==> config.mk <==
export PLATFORM = sky130hd
export DESIGN_NAME = regfile_wr_arbiter_flat
export DESIGN_NICKNAME = d
export VERILOG_FILES = /design/src/rtl/regfile_wr_arbiter_if.sv /design/src/rtl/regfile_wr_arbiter.sv /design/src/flat_wrapper.sv
export SDC_FILE = /design/constraint.sdc
export NUM_CORES = 1
export LEC_CHECK = 0
export ABC_AREA = 1
export CAP_MARGIN = 0
export CORE_MARGIN = 5
export CORE_UTILIZATION = 40
export CTS_BUF_LIST = sky130_fd_sc_hd__clkbuf_8
export CTS_CLUSTER_DIAMETER = 80
export DETAILED_ROUTE_END_ITERATION = 10
export GPL_ROUTABILITY_DRIVEN = 0
export PLACE_DENSITY = 0.83
export SYNTH_ARGS = -nofsm -noshare
export SYNTH_HDL_FRONTEND = slang
export SYNTH_SLANG_ARGS = --single-unit
==> constraint.sdc <==
create_clock -name clk -period 3.3 [get_ports clk]
set_input_delay 0.66 -clock clk [delete_from_list [all_inputs] [get_ports clk]]
set_output_delay 0.66 -clock clk [all_outputs]
set_load 0.005 [all_outputs]
==> src/rtl/regfile_wr_arbiter_if.sv <==
// Requester-side write handshake bundle for regfile_wr_arbiter.
// Requesters use the master modport; the arbiter uses the slave modport.
interface regfile_wr_arbiter_if #(
    parameter int NUM_REQ   = 4,
    parameter int NUM_REGS  = 16,
    parameter int REG_WIDTH = 32
);
    localparam int AW = $clog2(NUM_REGS);

    logic [NUM_REQ-1:0]           req_valid_i;
    logic [NUM_REQ-1:0]           req_ready_o;
    logic [NUM_REQ-1:0]           req_lock_i;
    logic [NUM_REQ*AW-1:0]        req_addr_i;
    logic [NUM_REQ*REG_WIDTH-1:0] req_data_i;

    modport master (
        output req_valid_i, req_lock_i, req_addr_i, req_data_i,
        input  req_ready_o
    );

    modport slave (
        input  req_valid_i, req_lock_i, req_addr_i, req_data_i,
        output req_ready_o
    );
endinterface

==> src/rtl/regfile_wr_arbiter.sv <==
// Round-robin write-port arbiter for a register bank, with burst locking and lock timeout.
// Define REGFILE_WR_ARBITER_FIXED_PRIO_EN to give requester 0 fixed priority while idle.
module regfile_wr_arbiter #(
    parameter int NUM_REQ      = 4,
    parameter int NUM_REGS     = 16,
    parameter int REG_WIDTH    = 32,
    parameter int LOCK_TIMEOUT = 15
) (
    input  logic                       clk,
    input  logic                       rst_n,
    regfile_wr_arbiter_if.slave        req,
    output logic [NUM_REGS-1:0]        load_o,
    output logic [REG_WIDTH-1:0]       d_o,
    output logic                       err_o,
    output logic [$clog2(NUM_REQ)-1:0] owner_o,
    output logic                       locked_o
);
    localparam int AW = $clog2(NUM_REGS);
    localparam int PW = $clog2(NUM_REQ);
    localparam int CW = 8;

    typedef enum logic {IDLE, LOCKED} state_t;

    state_t               state_q, state_d;
    logic [PW-1:0]        ptr_q, ptr_d;
    logic [CW-1:0]        cnt_q, cnt_d;
    logic [PW-1:0]        owner_q, owner_d;
    logic                 locked_q, locked_d;
    logic [NUM_REGS-1:0]  load_q, load_d;
    logic [REG_WIDTH-1:0] d_q, d_d;
    logic                 err_q, err_d;

    logic                 found;
    logic [PW-1:0]        gidx;
    logic                 accept;
    logic [AW-1:0]        sel_addr;
    logic [REG_WIDTH-1:0] sel_data;

    function automatic logic [PW-1:0] next_idx(input logic [PW-1:0] i);
        return (i == PW'(NUM_REQ - 1)) ? '0 : i + PW'(1);
    endfunction

    // Grant selection: the lock owner only, or the first valid requester from the pointer.
    always_comb begin
        int idx;
        found = 1'b0;
        gidx  = '0;
        idx   = 0;
        if (state_q == LOCKED) begin
            found = req.req_valid_i[owner_q];
            gidx  = owner_q;
        end else begin
`ifdef REGFILE_WR_ARBITER_FIXED_PRIO_EN
            if (req.req_valid_i[0]) begin
                found = 1'b1;
                gidx  = '0;
            end
            for (int k = 0; k < NUM_REQ; k++) begin
                idx = (int'(ptr_q) + k) % NUM_REQ;
                if (!found && idx != 0 && req.req_valid_i[idx]) begin
                    found = 1'b1;
                    gidx  = PW'(idx);
                end
            end
`else
            for (int k = 0; k < NUM_REQ; k++) begin
                idx = (int'(ptr_q) + k) % NUM_REQ;
                if (!found && req.req_valid_i[idx]) begin
                    found = 1'b1;
                    gidx  = PW'(idx);
                end
            end
`endif
        end
    end

    assign req.req_ready_o = (rst_n && found) ? (NUM_REQ'(1) << gidx) : '0;
    assign accept          = rst_n && found;
    assign sel_addr        = req.req_addr_i[int'(gidx)*AW +: AW];
    assign sel_data        = req.req_data_i[int'(gidx)*REG_WIDTH +: REG_WIDTH];

    always_comb begin
        state_d = state_q;
        ptr_d   = ptr_q;
        cnt_d   = cnt_q;
        owner_d = owner_q;
        load_d  = '0;
        d_d     = d_q;
        err_d   = 1'b0;

        if (accept) begin
            owner_d = gidx;
            d_d     = sel_data;
            if (int'(sel_addr) < NUM_REGS) load_d = NUM_REGS'(1) << sel_addr;
            else                           err_d  = 1'b1;
        end

        if (state_q == IDLE) begin
            if (accept) begin
`ifdef REGFILE_WR_ARBITER_FIXED_PRIO_EN
                if (gidx != '0) ptr_d = next_idx(gidx);
`else
                ptr_d = next_idx(gidx);
`endif
                if (req.req_lock_i[gidx]) begin
                    state_d = LOCKED;
                    cnt_d   = '0;
                end
            end
        end else begin
            if (accept) begin
                if (req.req_lock_i[gidx]) begin
                    cnt_d = '0;
                end else begin
                    state_d = IDLE;
                    ptr_d   = next_idx(owner_q);
                end
            end else if (cnt_q + CW'(1) == CW'(LOCK_TIMEOUT)) begin
                // Owner went quiet for too long; release so others are served next cycle.
                state_d = IDLE;
                ptr_d   = next_idx(owner_q);
                cnt_d   = '0;
            end else begin
                cnt_d = cnt_q + CW'(1);
            end
        end

        locked_d = (state_d == LOCKED);
    end

    always_ff @(posedge clk) begin
        if (!rst_n) begin
            state_q  <= IDLE;
            ptr_q    <= '0;
            cnt_q    <= '0;
            owner_q  <= '0;
            locked_q <= 1'b0;
            load_q   <= '0;
            d_q      <= '0;
            err_q    <= 1'b0;
        end else begin
            state_q  <= state_d;
            ptr_q    <= ptr_d;
            cnt_q    <= cnt_d;
            owner_q  <= owner_d;
            locked_q <= locked_d;
            load_q   <= load_d;
            d_q      <= d_d;
            err_q    <= err_d;
        end
    end

    assign load_o   = load_q;
    assign d_o      = d_q;
    assign err_o    = err_q;
    assign owner_o  = owner_q;
    assign locked_o = locked_q;
endmodule

==> src/flat_wrapper.sv <==
// flat-port wrapper written by rule: the top's interface ports become plain ports
module regfile_wr_arbiter_flat 
#(
    parameter int NUM_REQ      = 4,
    parameter int NUM_REGS     = 16,
    parameter int REG_WIDTH    = 32,
    parameter int LOCK_TIMEOUT = 15
)
  (clk, rst_n, load_o, d_o, err_o, owner_o, locked_o, req_req_valid_i, req_req_lock_i, req_req_addr_i, req_req_data_i, req_req_ready_o);
  regfile_wr_arbiter_if #(.NUM_REQ(NUM_REQ), .NUM_REGS(NUM_REGS), .REG_WIDTH(REG_WIDTH)) req_i ();
  input  logic clk;
  input  logic rst_n;
  output logic [NUM_REGS-1:0] load_o;
  output logic [REG_WIDTH-1:0] d_o;
  output logic err_o;
  output logic [$clog2(NUM_REQ)-1:0] owner_o;
  output logic locked_o;
  input wire logic [$bits(req_i.req_valid_i)-1:0] req_req_valid_i;
  input wire logic [$bits(req_i.req_lock_i)-1:0] req_req_lock_i;
  input wire logic [$bits(req_i.req_addr_i)-1:0] req_req_addr_i;
  input wire logic [$bits(req_i.req_data_i)-1:0] req_req_data_i;
  output wire logic [$bits(req_i.req_ready_o)-1:0] req_req_ready_o;
  assign req_i.req_valid_i = req_req_valid_i;
  assign req_i.req_lock_i = req_req_lock_i;
  assign req_i.req_addr_i = req_req_addr_i;
  assign req_i.req_data_i = req_req_data_i;
  assign req_req_ready_o = req_i.req_ready_o;
  regfile_wr_arbiter #(.NUM_REQ(NUM_REQ), .NUM_REGS(NUM_REGS), .REG_WIDTH(REG_WIDTH), .LOCK_TIMEOUT(LOCK_TIMEOUT)) u_core (.clk(clk), .rst_n(rst_n), .req(req_i), .load_o(load_o), .d_o(d_o), .err_o(err_o), .owner_o(owner_o), .locked_o(locked_o));
endmodule
==> impl_metrics.env, run 1 <==
export IMPL_outcome="completed"
export IMPL_cts_tree="built"
export IMPL_first_iter_violations=188
export IMPL_numCtsBuffers=9
export IMPL_cap_violations=0
export IMPL_cp_required_ns=2.64
export IMPL_netlist_area_leader_share=0.325
export IMPL_hold_class="flip-flop to flip-flop"
export IMPL_slowest_stage="clkdlybuf4s50_1"
export IMPL_antenna_found_initial=0
export IMPL_dieWidth_microns=107
export IMPL_slew_viol_final=0
export IMPL_final_util=0.661
export IMPL_cts_clk_slew_worst_paths_ns=0.06
export IMPL_slew_headroom=0.575
export IMPL_ys_seq_area_frac=0.325
export IMPL_switchingPower_mw=3.04
export IMPL_fin_crit_sh=0.971
export IMPL_syn_area_sq_um=3750
export IMPL_postLayoutSetupSlackWorst_ns=0.0956
export IMPL_cp_arrival_ns=2.54
export IMPL_ant_nets=0
export IMPL_fin_tns_setup_ns=0
export IMPL_path_cells="clkdlybuf4s50_1, inv_1, nand2_1, nand3_2, nand2_1, inv_2, buf_4, nand3_1, nand3_2, nand3_4, ha_1, inv_1, nor2_1, dlygate4sd2_1"
export IMPL_vias=4498
export IMPL_max_slew_worst_pin_slew_ns=0.638
export IMPL_cts_root_buffer="clkbuf_8"
export IMPL_wire_per_inst_microns=16.5
export IMPL_cp_max_fo=5
export IMPL_ff2ff_setup_slack_ns=0.47
export IMPL_dp_hpwl_microns=10200
export IMPL_hold_viol=0
export IMPL_avgSynthCellArea_sq_um=7.15
export IMPL_clkLatencyLatePin_ns=0.34
export IMPL_ctsHoldBuffers=0
export IMPL_fin_total_pwr_mw=6.31
export IMPL_cp_end_kind="output port"
export IMPL_start_kind="input pin"
export IMPL_synth_seq_cells=61
export IMPL_synth_edf_count=0
export IMPL_dr_pass1_iters=4
export IMPL_p_per_area_nw_per_um2=1040
export IMPL_cpPeakStageDelay_ns=0.45
export IMPL_overflow=0
export IMPL_min_period_ns=3.20
export IMPL_fp_coreArea_sq_um=9200
export IMPL_first_global_vias=4494
export IMPL_vias_per_cell=5.37
export IMPL_synth_common_cells="o21ai_0 (83), nand2_1 (70), dfxtp_1 (61)"
export IMPL_leakage_nw=2.40
export IMPL_path_class="input pin to output port"
export IMPL_diodes=0
export IMPL_die_y_microns=107
export IMPL_async_flop_share=0
export IMPL_pwr_share_clk=0.091
export IMPL_fin_skew_ns=0.00889
export IMPL_syn_nets=686
export IMPL_combPwrFrac=0.716
export IMPL_grt_use_total=0.235
export IMPL_die_area_sq_um=11400
export IMPL_vdd_drop_max_mv=0.751
export IMPL_syn_to_final_growth_pct=62.1
export IMPL_route_detailed_drc=0
export IMPL_syn_inst=525
export IMPL_nets=883
export IMPL_design_area_sq_um=6080
export IMPL_dpl_worst_slack_ns=-0.219
export IMPL_row_count=35
export IMPL_placed_cell_area_sq_um=5870
export IMPL_netlist_cell_type_count=38
export IMPL_wl_microns=13900
export IMPL_grt_pass1_wl_microns=21500
export IMPL_grt_max_degree=71
export IMPL_io_pins=210
export IMPL_layout_drive_gt1_share=0.107
export IMPL_p_sw_frac=0.482
export IMPL_netlist_top_cells_area="dfxtp_1 (33%), o21ai_0 (11%), nand2_1 (7.0%)"
export IMPL_yosysTopAreaCell="dfxtp_1"
export IMPL_initial_core_util=0.408
export IMPL_setup_viol=0
export IMPL_htree_num_levels=3
export IMPL_fmax_mhz=312
export IMPL_synth_most_common_cell="o21ai_0"
export IMPL_nFillCells=788
export IMPL_seqPwrFrac=0.192
export IMPL_io_buffers=208
export IMPL_internal_power_mw=3.27
export IMPL_clockBufferDepth=2
export IMPL_synth_ff_type="dfxtp_1"
export IMPL_numClockSinks=61
export IMPL_ys_warn_count=0
==> flip-flops by register name (all words and copies together) (netlist names) <==
register	cells
u_core.state_q	1
u_core.d_o	32
u_core.cnt_q	8
u_core.ptr_q	2
u_core.owner_o	2
u_core.load_o	16
==> cells in the final DEF, fill, tap and decap left out, types with 3 or more instances in the layout <==
master | Yosys | final
clkdlybuf4s50_1 | 0 | 203
o21ai_0 | 83 | 83
nand2_1 | 70 | 63
dfxtp_1 | 61 | 61
nor2_1 | 38 | 34
a31oi_1 | 33 | 33
o21a_1 | 32 | 32
o21bai_1 | 32 | 32
nand3_1 | 27 | 25
inv_1 | 27 | 24
o21ai_1 | 21 | 20
buf_4 | 11 | 16
nand2_2 | 5 | 12
a21oi_1 | 11 | 11
inv_2 | 7 | 9
clkbuf_8 | 0 | 9
nor2_2 | 3 | 6
ha_1 | 7 | 6
nand3_2 | 3 | 5
nand4_1 | 4 | 4
xor2_1 | 4 | 4
clkinv_2 | 0 | 4
clkinvlp_4 | 0 | 3
clkbuf_2 | 0 | 3
==> worst max-delay path, delay by kind of cell <==
| family | cells | cell delay [ns] |
|---|---|---|
| and+or+nand+nor | 7 | 0.72 |
| buffers and inverters | 6 | 1.00 |
| adders and majority gates | 1 | 0.16 |
==> cells by family (layout without fill, tap and decap cells) <==
family	Yosys count	after routing	share of synthesized area
muxes	1	1	0.00267
DFF	61	61	0.325
xor gates and xnor gates	6	6	0.0140
adders and majority gates	7	7	0.0233
other	1	1	0.000999
buffers and inverters	74	276	0.0940
and+or+nand+nor	157	157	0.188
AOI/OAI and AO/OA	218	218	0.352
==> layout make-up <==
cell class	instances	area (sq um)	area share
Sequential cell	61	1220	0.201
Inverter	36	140	0.0230
Clock buffer	9	124	0.0204
Timing Repair Buffer	224	2190	0.360
Clock inverter	7	42.5	0.00699
Multi-Input combinational cell	390	2230	0.366
Tap cell	111	139	0.0228
==> stage by stage <==
stage	std cells	hold WS [ns]
floorplan	525	0.453
global placement	820	0.462
detailed placement	820	0.488
CTS	837	0.499
global route	838	0.516
finish	838	0.499
==> final timing paths <==
path	startpoint	to	depth (start not counted)
setup / recovery	req_req_valid_i[2]	req_req_ready_o[2]	14
hold / removal	u_core.cnt_q[7]$_SDFFE_PN0P_	u_core.cnt_q[7]$_SDFFE_PN0P_	2
setup reg to reg	u_core.ptr_q[0]$_SDFFE_PN0P_	u_core.load_o[11]$_SDFF_PN0_	15
hold reg to reg	u_core.cnt_q[7]$_SDFFE_PN0P_	u_core.cnt_q[7]$_SDFFE_PN0P_	2
==> timing repair <==
action,4_1_cts,5_1_grt
resized for setup,8,21
endpoints found under the setup margin,4,4
pin swaps,1,4
setup buffers,1,1
==> per-layer routing <==
layer  vias up  part of all wire  global-route usage
met5         -                 0                   0
li1       2209                 -                   -
met4         0             0.027              0.0922
met3        32             0.078              0.0734
met2       175              0.50               0.411
met1      2082              0.39               0.266
==> power by group through the flow <==
stage | Sequential, mW | Clock, mW | Combinational, mW
finish | 1.21 | 0.577 | 4.52
global route | 1.25 | 0.621 | 5.02
CTS | 1.21 | 0.588 | 4.48
detailed placement | 1.22 | 0 | 4.44
global placement | 1.21 | 0 | 4.34
floorplan | 1.21 | 0 | 3.02
(Power assumes the default switching activity.)
==> run 2: changes to the inputs <==
--- a/config.mk
+++ b/config.mk
@@ -8,12 +8,12 @@
 export ABC_AREA = 1
 export CAP_MARGIN = 0
 export CORE_MARGIN = 5
-export CORE_UTILIZATION = 40
+export CORE_UTILIZATION = 31
 export CTS_BUF_LIST = sky130_fd_sc_hd__clkbuf_8
 export CTS_CLUSTER_DIAMETER = 80
 export DETAILED_ROUTE_END_ITERATION = 10
 export GPL_ROUTABILITY_DRIVEN = 0
-export PLACE_DENSITY = 0.83
+export PLACE_DENSITY = 0.67
 export SYNTH_ARGS = -nofsm -noshare
 export SYNTH_HDL_FRONTEND = slang
 export SYNTH_SLANG_ARGS = --single-unit
==> run 2 against run 1 <==
  * Die area grew 26%
  * Cell count grew 4.9%
  * Critical endpoint unchanged
  * Via count shrank 0.53%
  * Register-to-register slack gained 0.10 ns
==> impl_metrics.env, run 2 (synthesis results as in run 1) <==
export IMPL_outcome="completed"
export IMPL_internal_power_mw=3.46
export IMPL_largest_reg_flops=32
export IMPL_postLayoutSetupSlackWorst_ns=0.0699
export IMPL_vias_per_cell=5.09
export IMPL_vias=4474
export IMPL_dp_hpwl_microns=10700
export IMPL_initial_core_util=0.314
export IMPL_clkLatencyLatePin_ns=0.33
export IMPL_cts_tree="built"
export IMPL_die_area_sq_um=14400
export IMPL_cpPeakStageDelay_ns=0.44
export IMPL_wl_microns=13900
export IMPL_grt_use_total=0.188
export IMPL_crit_start="req_req_valid_i[0]"
export IMPL_combPwrFrac=0.710
export IMPL_dr_pass1_iters=7
export IMPL_fin_skew_ns=0.0103
export IMPL_row_count=40
export IMPL_wl_met2_microns=6890
export IMPL_cp_end_kind="output port"
export IMPL_slew_headroom=0.572
export IMPL_nets=888
export IMPL_design_area_sq_um=6200
export IMPL_hold_viol=0
export IMPL_overflow=0
export IMPL_nFillCells=1132
export IMPL_path_cells="clkdlybuf4s50_1, inv_2, nand2_1, nand2_2, nand2_1, nand2_2, nand3_2, nor2_2, nor2_2, o21ai_2, buf_4, ha_1, inv_1, nor2_1, dlygate4sd2_1"
export IMPL_io_buffers=208
export IMPL_dieWidth_microns=120
export IMPL_htree_num_levels=3
export IMPL_antenna_found_initial=0
export IMPL_numCtsBuffers=9
export IMPL_cap_violations=0
export IMPL_p_per_area_nw_per_um2=1050
export IMPL_cts_clk_slew_worst_paths_ns=0.07
export IMPL_first_global_vias=4480
export IMPL_placed_cell_area_sq_um=5920
export IMPL_cts_root_buffer="clkbuf_8"
export IMPL_switchingPower_mw=3.06
export IMPL_io_pins=210
export IMPL_dr_wl_met3_microns=1180
export IMPL_r2r_start="u_core.ptr_q[0]$_SDFFE_PN0P_"
export IMPL_cp_max_fo=4
export IMPL_top_layer="met4"
export IMPL_slew_viol_final=0
export IMPL_clockBufferDepth=2
export IMPL_diodes=0
export IMPL_fp_coreArea_sq_um=12000
export IMPL_fin_crit_sh=0.979
export IMPL_hold_class="flip-flop to flip-flop"
export IMPL_m1WireLength_microns=5470
export IMPL_wire_per_inst_microns=15.8
export IMPL_final_common_cell="clkdlybuf4s50_1"
export IMPL_start_kind="input pin"
export IMPL_fmax_mhz=310
export IMPL_die_y_microns=120
export IMPL_slowest_stage="clkdlybuf4s50_1"
export IMPL_final_cell_mix="clkdlybuf4s50_1 (204), o21ai_0 (83), nand2_1 (63), dfxtp_1 (61), nor2_1 (34)"
export IMPL_vdd_drop_max_mv=0.704
export IMPL_seqPwrFrac=0.187
export IMPL_route_detailed_drc=0
export IMPL_cp_arrival_ns=2.57
export IMPL_cp_top_family="buffers and inverters"
export IMPL_path_class="input pin to output port"
export IMPL_dpl_worst_slack_ns=-0.206
export IMPL_min_from="u_core.cnt_q[7]$_SDFFE_PN0P_"
export IMPL_grt_pass1_wl_microns=22200
export IMPL_critical_path_buf_inv_count=5
export IMPL_layout_drive_gt1_share=0.112
export IMPL_grt_max_degree=71
export IMPL_first_iter_violations=174
export IMPL_numClockSinks=61
export IMPL_cp_required_ns=2.64
export IMPL_p_sw_frac=0.469
export IMPL_min_period_ns=3.23
export IMPL_syn_to_final_growth_pct=65.2
export IMPL_pwr_share_clk=0.104
export IMPL_max_slew_worst_pin_slew_ns=0.642
export IMPL_setup_viol=0
export IMPL_leakage_nw=2.44
export IMPL_ant_nets=0
-- run 2: final timing paths --
| path | endpoint | cells after the start | slack (ns) |
|---|---|---|---|
| min | u_core.cnt_q[7]$_SDFFE_PN0P_ | 2 | 0.48 |
| max reg2reg | u_core.ptr_q[1]$_SDFFE_PN0P_ | 16 | 0.57 |
| max | req_req_ready_o[2] | 15 | 0.07 |
| min reg2reg | u_core.cnt_q[7]$_SDFFE_PN0P_ | 2 | 0.48 |
-- run 2: timing repair --
item,in CTS,in global routing
setup buffers,2,4
endpoints found under the setup margin,4,4
resized for setup,6,20
pin swaps,1,3
hold buffers,0,0
endpoints found under the hold margin,0,0
-- run 2: power by group through the flow --
stage | clock network (mW) | logic, mW | registers (mW)
final | 0.675 | 4.63 | 1.22
after CTS | 0.695 | 4.54 | 1.22
after global placement | 0 | 4.44 | 1.22
after global routing | 0.728 | 5.18 | 1.26
after detailed placement | 0 | 4.49 | 1.22
after floorplan | 0 | 3.02 | 1.21
-- run 2: worst reg2reg max path: stages (launching register included) --
cell     delay (ns)
dfxtp_1        0.60
inv_4          0.11
nand2_1        0.08
nand2_1        0.09
nand2_1        0.09
nand2_2        0.08
nand3_2        0.10
inv_2          0.04
nand2_2        0.10
nand2_1        0.10
nor2_4         0.13
buf_4          0.53
nor2_1         0.12
nor2_1         0.26
nand3_1        0.11
nand2_1        0.07
nor2_1         0.04
-- run 2: metrics by stage --
| stage | hold WS, ns | instances | utilization | setup TNS [ns] | power (mW) |
|---|---|---|---|---|---|
| after detailed placement | 0.475 | 857 | 0.495 | -0.753 | 5.72 |
| after global placement | 0.465 | 857 | 0.495 | -0.637 | 5.66 |
| final | 0.484 | 879 | 0.518 | 0 | 6.52 |
| after CTS | 0.484 | 875 | 0.513 | 0 | 6.45 |
| after global routing | 0.517 | 879 | 0.518 | -0.0180 | 7.17 |
| after floorplan | 0.453 | 525 | - | 0 | 4.23 |
-- run 2: final cells by class --
cell class | count | area [sq um] | area share
sequential | 61 | 1220 | 0.197
multi-input combinational | 390 | 2220 | 0.359
tap | 147 | 184 | 0.0297
clock buffer | 10 | 138 | 0.0222
clock inverter | 6 | 62.6 | 0.0101
inverter | 36 | 140 | 0.0226
timing repair buffer | 229 | 2230 | 0.359
-- run 2: routing by layer --
layer / global-route usage / up-vias
met5: 0 / -
met4: 0.0730 / 0
met3: 0.0707 / 32
met2: 0.327 / 180
met1: 0.208 / 2040
li1: - / 2222
==> run 3: changes to the inputs <==
--- a/config.mk
+++ b/config.mk
@@ -13,7 +13,7 @@
 export CTS_CLUSTER_DIAMETER = 80
 export DETAILED_ROUTE_END_ITERATION = 10
 export GPL_ROUTABILITY_DRIVEN = 0
-export PLACE_DENSITY = 0.67
+export PLACE_DENSITY = 0.66
 export SYNTH_ARGS = -nofsm -noshare
 export SYNTH_HDL_FRONTEND = slang
 export SYNTH_SLANG_ARGS = --single-unit
==> run 3 against run 2 <==
  * Sequential cell count unchanged
  * Die area is the same
  * Sequential power barely moved
  * Critical path depth unchanged
==> impl_metrics.env, run 3 (synthesis results as in run 1) <==
export IMPL_outcome="completed"
export IMPL_die_area_sq_um=14400
export IMPL_diodes=0
export IMPL_fin_tns_setup_ns=0
export IMPL_dp_hpwl_microns=10800
export IMPL_wl_met2_microns=7030
export IMPL_p_per_area_nw_per_um2=1050
export IMPL_fin_skew_ns=0.0129
export IMPL_row_count=40
export IMPL_hold_class="flip-flop to flip-flop"
export IMPL_layout_drive_gt1_share=0.110
export IMPL_cp_arrival_ns=2.53
export IMPL_cp_max_fo=3
export IMPL_largest_reg_flops=32
export IMPL_nFillCells=1140
export IMPL_syn_to_final_growth_pct=65.2
export IMPL_wire_per_inst_microns=16.0
export IMPL_antenna_found_initial=0
export IMPL_cp_required_ns=2.64
export IMPL_path_class="input pin to output port"
export IMPL_cp_end_kind="output port"
export IMPL_min_period_ns=3.19
export IMPL_crit_start="req_req_valid_i[3]"
export IMPL_final_cell_mix="clkdlybuf4s50_1 (203), o21ai_0 (83), nand2_1 (64), dfxtp_1 (61), nor2_1 (34)"
export IMPL_htree_num_levels=3
export IMPL_start_kind="input pin"
export IMPL_fp_coreArea_sq_um=12000
export IMPL_postLayoutSetupSlackWorst_ns=0.109
export IMPL_p_sw_frac=0.470
export IMPL_leakage_nw=2.44
export IMPL_dr_pass1_iters=5
export IMPL_top_layer="met4"
export IMPL_fmax_mhz=313
export IMPL_grt_max_degree=71
export IMPL_vias=4432
export IMPL_pwr_share_clk=0.115
export IMPL_cts_clk_slew_worst_paths_ns=0.07
export IMPL_route_detailed_drc=0
export IMPL_ff2ff_setup_slack_ns=0.51
export IMPL_first_iter_violations=182
export IMPL_vias_per_cell=5.06
export IMPL_hold_viol=0
export IMPL_cts_root_buffer="clkbuf_8"
export IMPL_switchingPower_mw=3.07
export IMPL_clockBufferDepth=2
export IMPL_r2r_end="u_core.ptr_q[0]$_SDFFE_PN0P_"
export IMPL_slowest_stage="clkdlybuf4s50_1"
export IMPL_dr_wl_met3_microns=1250
export IMPL_numCtsBuffers=9
export IMPL_dieWidth_microns=120
export IMPL_nets=885
export IMPL_grt_use_total=0.191
export IMPL_slew_headroom=0.564
export IMPL_worstRegToRegCells=16
export IMPL_internal_power_mw=3.46
export IMPL_io_pins=210
export IMPL_r2r_start="u_core.ptr_q[0]$_SDFFE_PN0P_"
export IMPL_first_global_vias=4563
export IMPL_final_common_cell="clkdlybuf4s50_1"
export IMPL_dpl_worst_slack_ns=-0.243
export IMPL_setup_viol=0
export IMPL_initial_core_util=0.314
export IMPL_slew_viol_final=0
export IMPL_overflow=0
export IMPL_crit_top_cell="nand2_1"
export IMPL_fin_crit_sh=0.967
export IMPL_wl_microns=14000
export IMPL_combPwrFrac=0.699
export IMPL_max_slew_worst_pin_slew_ns=0.654
export IMPL_cap_violations=0
export IMPL_endpoint="req_req_ready_o[3]"
export IMPL_ant_nets=0
export IMPL_clkLatencyLatePin_ns=0.34
export IMPL_ctsHoldBuffers=0
export IMPL_die_y_microns=120
export IMPL_numClockSinks=61
export IMPL_m1WireLength_microns=5540
export IMPL_io_buffers=208
export IMPL_path_cells="clkdlybuf4s50_1, inv_2, nand2_2, nand2_1, nand2_1, nand2_1, nand3_2, nor2_4, nor2_4, o21ai_2, buf_4, ha_1, inv_1, nor2_1, clkbuf_2"
export IMPL_grt_pass1_wl_microns=22500
export IMPL_cpPeakStageDelay_ns=0.42
export IMPL_vdd_drop_max_mv=0.713
export IMPL_seqPwrFrac=0.187
export IMPL_cts_tree="built"
-- run 3: cell count changes in the layout (fill, tap and decap cells not counted), sizes merged --
cell / before / now
clkdlybuf4s50: 204 / 203
buf: 21 / 18
inv: 35 / 36
bufinv: 1 / 2
clkbuf: 12 / 13
dlygate4sd2: 2 / 0
dlymetal6s2s: 0 / 1
clkinv: 3 / 4
clkinvlp: 3 / 1
-- run 3: area by class of cell --
type | count | area [sq um] | area share
Clock buffer | 9 | 124 | 0.0200
Sequential cell | 61 | 1220 | 0.197
Inverter | 36 | 140 | 0.0226
Clock inverter | 7 | 98.8 | 0.0159
Timing Repair Buffer | 226 | 2200 | 0.355
Tap cell | 147 | 184 | 0.0297
Multi-Input combinational cell | 390 | 2230 | 0.360
-- run 3: what timing repair did --
action | in CTS | in global routing
buffers inserted | 1 | 1
pin swaps | 0 | 4
hold endpoints to repair | 0 | 0
gates resized for setup | 5 | 27
endpoints found under the setup margin | 4 | 4
-- run 3: critical path, delay by kind of cell --
family,cells,cell delay [ns]
and+or+nand+nor,8,0.75
buffers and inverters,5,0.84
AOI/OAI and AO/OA,1,0.16
adders and majority gates,1,0.13
-- run 3: stage by stage --
stage / instances / power [mW] / util / hold slack (ns) / instance area, sq um
3_5_place_dp: 858 / 5.73 / 0.496 / 0.474 / 5930
3_3_place_gp: 858 / 5.66 / 0.496 / 0.465 / 5930
2_1_floorplan: 525 / 4.23 / - / 0.453 / 3750
4_1_cts: 875 / 6.50 / 0.515 / 0.484 / 6160
6_report: 876 / 6.53 / 0.518 / 0.482 / 6200
5_1_grt: 876 / 7.16 / 0.518 / 0.517 / 6200
-- run 3: per-layer routing --
metal  GRT usage  up-vias
li1            -     2212
met5           0        -
met1       0.216     2011
met4      0.0472        0
met2       0.338      187
met3      0.0740       22
-- run 3: how the worst min path moves through the flow --
stage	startpoint	to	slack, ns	cells past startpoint
after floorplan	u_core.cnt_q[7]$_SDFFE_PN0P_	u_core.cnt_q[7]$_SDFFE_PN0P_	0.45	2
after CTS	u_core.cnt_q[7]$_SDFFE_PN0P_	u_core.cnt_q[7]$_SDFFE_PN0P_	0.48	2
final	u_core.cnt_q[7]$_SDFFE_PN0P_	u_core.cnt_q[7]$_SDFFE_PN0P_	0.48	2
after global routing	u_core.cnt_q[6]$_SDFFE_PN0P_	u_core.cnt_q[6]$_SDFFE_PN0P_	0.52	2
after detailed placement	u_core.cnt_q[7]$_SDFFE_PN0P_	u_core.cnt_q[7]$_SDFFE_PN0P_	0.47	2
after global placement	u_core.cnt_q[7]$_SDFFE_PN0P_	u_core.cnt_q[7]$_SDFFE_PN0P_	0.46	2
-- run 3: power groups by stage --
stage | sequential [mW] | combinational (mW) | clock, mW
after floorplan | 1.21 | 3.02 | 0
after detailed placement | 1.23 | 4.50 | 0
after global placement | 1.22 | 4.44 | 0
after CTS | 1.22 | 4.51 | 0.770
final | 1.22 | 4.56 | 0.748
after global routing | 1.26 | 5.09 | 0.809
